$ cat src/rtl/hier_child_gather.sv
// hier_child_gather
//   Parent-side responder for one fan-out node of a hierarchy. Takes a single
//   upstream request, pulses start to every child for one cycle, collects the
//   children's done signals into a sticky mask, then returns one response
//   upstream carrying the completion mask and a timeout flag.
//
// Ports
//   clk          rising-edge clock for all logic
//   rst_n        synchronous reset, active low
//   req_valid    upstream request present
//   req_ready    block can accept a request (IDLE and out of reset)
//   child_start  one-cycle start pulse, identical on every bit
//   child_done   per-child completion, pulse or level
//   rsp_valid    response present upstream
//   rsp_ready    upstream accepts the response
//   rsp_mask     children that reported done during this request
//   rsp_timeout  1 = response produced by timeout rather than full completion
//   busy         high whenever the FSM is not in IDLE
module hier_child_gather #(
  parameter int NUM_CHILDREN   = 5,
  parameter int TIMEOUT_CYCLES = 255,
  parameter int TO_W           = 8
) (
  input  logic                    clk,
  input  logic                    rst_n,
  input  logic                    req_valid,
  output logic                    req_ready,
  output logic [NUM_CHILDREN-1:0] child_start,
  input  logic [NUM_CHILDREN-1:0] child_done,
  output logic                    rsp_valid,
  input  logic                    rsp_ready,
  output logic [NUM_CHILDREN-1:0] rsp_mask,
  output logic                    rsp_timeout,
  output logic                    busy
);

  typedef enum logic [1:0] {
    ST_IDLE  = 2'd0,
    ST_START = 2'd1,
    ST_WAIT  = 2'd2,
    ST_RESP  = 2'd3
  } state_t;

  localparam logic [NUM_CHILDREN-1:0] ALL_DONE = '1;
  localparam logic [TO_W-1:0]         CNT_LAST = TO_W'(TIMEOUT_CYCLES - 1);

  state_t                  state;
  state_t                  state_nxt;
  logic [TO_W-1:0]         cnt;
  logic [TO_W-1:0]         cnt_nxt;
  logic [NUM_CHILDREN-1:0] mask;
  logic [NUM_CHILDREN-1:0] mask_nxt;
  logic                    timeout;
  logic                    timeout_nxt;

  // Sticky accumulation of this cycle's done bits onto the running mask.
  function automatic logic [NUM_CHILDREN-1:0] gather(
    input logic [NUM_CHILDREN-1:0] acc,
    input logic [NUM_CHILDREN-1:0] done
  );
    return acc | done;
  endfunction

  // State register stage
  always_ff @(posedge clk) begin
    if (!rst_n) begin
      state   <= ST_IDLE;
      cnt     <= '0;
      mask    <= '0;
      timeout <= 1'b0;
    end else begin
      state   <= state_nxt;
      cnt     <= cnt_nxt;
      mask    <= mask_nxt;
      timeout <= timeout_nxt;
    end
  end

  // Next-state decode
  always_comb begin
    state_nxt   = state;
    cnt_nxt     = cnt;
    mask_nxt    = mask;
    timeout_nxt = timeout;
    case (state)
      ST_IDLE: begin
        if (req_valid) begin
          state_nxt   = ST_START;
          cnt_nxt     = '0;
          mask_nxt    = '0;
          timeout_nxt = 1'b0;
        end
      end
      ST_START: begin
        state_nxt = ST_WAIT;
      end
      ST_WAIT: begin
        mask_nxt = gather(mask, child_done);
        cnt_nxt  = cnt + 1'b1;
        // Completion is tested first so it wins over a coincident timeout.
        if (gather(mask, child_done) == ALL_DONE) begin
          state_nxt   = ST_RESP;
          timeout_nxt = 1'b0;
        end else if (cnt == CNT_LAST) begin
          state_nxt   = ST_RESP;
          timeout_nxt = 1'b1;
        end
      end
      ST_RESP: begin
        if (rsp_ready) begin
          state_nxt = ST_IDLE;
        end
      end
      default: begin
        state_nxt = ST_IDLE;
      end
    endcase
  end

  // Moore outputs; the response fields are forced to zero outside RESP so
  // nothing stale is presented upstream while idle or in reset.
  always_comb begin
    req_ready   = rst_n && (state == ST_IDLE);
    child_start = {NUM_CHILDREN{state == ST_START}};
    rsp_valid   = (state == ST_RESP);
    rsp_mask    = (state == ST_RESP) ? mask : '0;
    rsp_timeout = (state == ST_RESP) ? timeout : 1'b0;
    busy        = (state != ST_IDLE);
  end

endmodule

$ cat config.mk
export PLATFORM = sky130hd
export DESIGN_NAME = hier_child_gather
export DESIGN_NICKNAME = d
export VERILOG_FILES = /design/src/rtl/hier_child_gather.sv
export SDC_FILE = /design/constraint.sdc
export NUM_CORES = 1
export LEC_CHECK = 0
export BUFFER_PORTS_ARGS = -buffer_cell sky130_fd_sc_hd__buf_2
export CAP_MARGIN = 30
export CORE_UTILIZATION = 38
export DETAILED_ROUTE_END_ITERATION = 6
export GPL_ROUTABILITY_DRIVEN = 0
export HOLD_SLACK_MARGIN = 0.1
export PLACE_DENSITY_LB_ADDON = 0.05
export REMOVE_ABC_BUFFERS = 1
export SLEW_MARGIN = 20
export SYNTH_ARGS = -nofsm -noshare
export SYNTH_HDL_FRONTEND = slang
export SYNTH_SLANG_ARGS = --single-unit
$ cat constraint.sdc
create_clock -name clk -period 1.6 [get_ports clk]
set_clock_uncertainty 0.05 [all_clocks]
set_input_delay 0.24 -clock clk [delete_from_list [all_inputs] [get_ports clk]]
set_output_delay 0.24 -clock clk [all_outputs]
set_load 0.005 [all_outputs]
==> impl_summary.md <==
Floorplan
The number of top-level pins is 23. The total number of placement rows is 16. The region available for standard cell placement spans about 2000 um2. The starting density of the core is 0.418.

The die covers approximately 2400 um2. The y dimension of the die is about 50 um. The die is 49.4 um wide.

Global routing
The via count of the first global-routing pass is slightly above 700. The first global-routing pass estimated 3070 um of wire. The maximum number of pins on one net before global-route repair is 12. The initial antenna violation count is 0. For this run, global-route usage on met2 was measured as 0.283.

The total overflow reported by the global router is 0. The global routing met3 resource utilization is 0.0374. The met1 layer usage reported by global route is 0.199. The layer flagged by global routing as most heavily used is met2. The total routing resource utilization after global routing is 0.167.

Critical path
The required time at the worst-slack endpoint is 1310 ps. The worst setup path is launched from a flop. The critical path class is reg2out.

For the worst setup path, the data arrival time is about 1200 ps. The maximum fanout count along the critical path is 8. The category of the worst setup path capture point is a primary output.

Route
The count of nets left with antenna violations once routing finished came out at 0. For this run, the detailed router's first-pass iteration total came to 4. In the final routed layout, each cell accounts on average for around 12 um. In this run, the number of DRC markers left after iteration 0 of detailed routing was 10. For this block, the via count after detailed routing is 732. The post-detailed-route DRC marker count is 0. The detail-routed via count per cell is 4.98.

The total wirelength of the detailed-routed design is ~1800 um.

Pwr
Summed over all cells, the static leakage comes to approximately 0.47 nW. The share of power burned in the clock network is 0.206. In this run the power spent charging and discharging nets is about 0.45 mW. The worst-case IR drop observed on VDD is between 0.0007 and 0.0008 V. The internal power of the cells totals 0.848 mW. The total design power is roughly 1.3 mW. Of the total power, combinational logic draws 0.424.

The sequential group share of total power is 0.369. Of the total power, the share spent switching nets is 0.348. Power spread over the standard cell area amounts to 1220 nW/um2.

Clock tree
The number of buffers inserted by post-CTS setup repair is 0. The register clock-pin slew on the reported worst setup and hold paths is approximately 90 ps. The insertion delay of the later-clocked pin in the worst-skew pair is around 280 ps. The CTS tree is yes.

Buffers inserted during clock tree synthesis total 3. The depth of the CTS H-tree is 1. Clock tree synthesis selected as its root buffer the cell clkbuf_4.

The clock drives 16 sinks. The longest clock path from root to sink contains 2 buffers.

Layout
Leaving out fill and tap cells, the most frequent cell in the layout is buf_2. 0 antenna diodes ended up in the layout. Leaving out fill and tap cells, the most frequent cells in the layout are buf_2 (22), dfxtp_1 (15), nor2_1 (12). The number of filler cells placed in the layout is between 200 and 250. The fraction of layout cells with a size suffix above 1 is 0.350. The combined area of the multi-input logic cells is roughly 510 um2.

The cell area after layout is 1060 um2. Across the whole layout, storage elements account for approximately 320 um2. The area growth from synthesis to layout is 24.5%. The net count of the finished layout is about 140.

Synth
In the synthesized netlist, the number of instances is 96. The share of the synthesized area in the top cell type is 0.375. In this run the mean area of a mapped cell was approximately 9 um2. The synthesized design spends more area on one cell type than any other, namely dfxtp_1. The synthesis-stage register bit count is 16. For this run, the number of Yosys warnings is 0.

The netlist uses 30 different library cells. The share of the Yosys chip area taken by registers is 0.375. The area of the mapped netlist is 853 um2. After synthesis, the cell types taking the most area are dfxtp_1 (38%), ha_1 (8.8%), nor2_1 (5.3%).

STA
The number of hold violations in the final report is 0. Setup repair after global routing left no endpoint under its margin. For the pin with the worst max-slew slack, the measured transition is 435 ps. The number of pins with negative max-slew slack in the final report is 0. The minimum clock period is 1520 ps. Derived from the worst setup path, the maximum achievable clock frequency is 659 MHz.

The setup-violating endpoint count in the final report is 0. Dividing the final minimum period by the clock period gives 0.949. On the final layout, the worst hold slack is 145 ps.

The worst pin sits at a relative slew slack of 0.708.

Placed design
The count of buffers inserted at the top-level ports is 22. The placed instances occupy a cell area of a little under 1000 um2. Once detailed placement completed, the half-perimeter wirelength came to between 1000 and 1500 um.

Outcome
The run finished with clean final reports.

Worst hold path
In this run the worst hold path is classified as in2reg.

Run
Max-cap violations in this run came to 0.
layer usage:
metal / up-vias / routed length (um)
met2: 10 / 885
met5: - / 0
met3: 2 / 56
met1: 346 / 828
met4: 0 / 16
li1: 374 / -
through the flow:
stage | setup WS [ps] | setup TNS (ps) | instances | util
6_report | 82.4 | 0 | 147 | 0.520
5_1_grt | 15.2 | 0 | 147 | 0.520
4_1_cts | 23.0 | 0 | 147 | 0.513
3_5_place_dp | -48.8 | -257 | 143 | 0.482
3_3_place_gp | 13.8 | 0 | 143 | 0.482
2_1_floorplan | -253 | -2730 | 90 | -
power groups by stage:
stage	Combinational [mW]	Sequential (mW)	Clock (mW)
finish	0.551	0.480	0.268
CTS	0.550	0.473	0.283
detailed placement	0.471	0.482	0
global placement	0.464	0.479	0
global route	0.614	0.487	0.298
floorplan	0.289	0.478	0
layout make-up:
type | count | area share
clock buffers | 4 | 0.0342
inverters | 6 | 0.0212
multi-input cells | 68 | 0.478
repair buffers | 26 | 0.132
well taps | 27 | 0.0318
flip-flops and latches | 16 | 0.303
cell usage after synthesis, drive strengths merged:
cell type	instances
a211oi	1
a21oi	8
a32oi	1
and2	6
and4	2
buf	6
dfxtp	16
ha	6
inv	6
mux2	1
mux2i	2
nand2	6
nand2b	1
nand3	3
nand4	1
nor2	13
nor3	1
nor4	1
o2111ai	1
o211a	1
o21ai	2
o22ai	2
o31ai	2
or2b	1
or3	1
xnor2	2
xor2	3
kinds of logic after synthesis:
group	after synthesis	synth area share
AND/OR/NAND/NOR	36	0.236
AO/OA/AOI/OAI	18	0.132
flip-flops	16	0.375
buffers and inverters	12	0.0762
adder cells (fa/ha/maj)	6	0.0880
XOR/XNOR	5	0.0513
multiplexers	3	0.0411
final timing paths:
path,start,end,slack [ps],cells past startpoint
worst max-delay path,state[0]$_SDFFE_PN0P_,rsp_timeout,80,4
worst min-delay path,child_done[3],mask[3]$_SDFFE_PN0P_,150,3
worst max register to register,state[1]$_SDFFE_PN0P_,cnt[4]$_SDFFE_PN0P_,90,6
worst min register to register,cnt[0]$_SDFFE_PN0P_,cnt[0]$_SDFFE_PN0P_,450,2
flip-flops by register name, indices dropped and copies added (netlist names):
signal / flops
cnt: 8
state: 2
mask: 5
timeout: 1
worst max-delay path: stages, from the launching register on:
cell	delay [ps]
dfxtp_1	330
buf_4	150
ha_4	180
and2_1	160
buf_2	120
timing repair:
action | in CTS | in global routing
resized for setup | 5 | 6
setup endpoints to repair | 17 | 19
hold buffers | 0 | 0
endpoints found under the hold margin | 0 | 0
No activity file was read; power rests on OpenSTA's default activity.
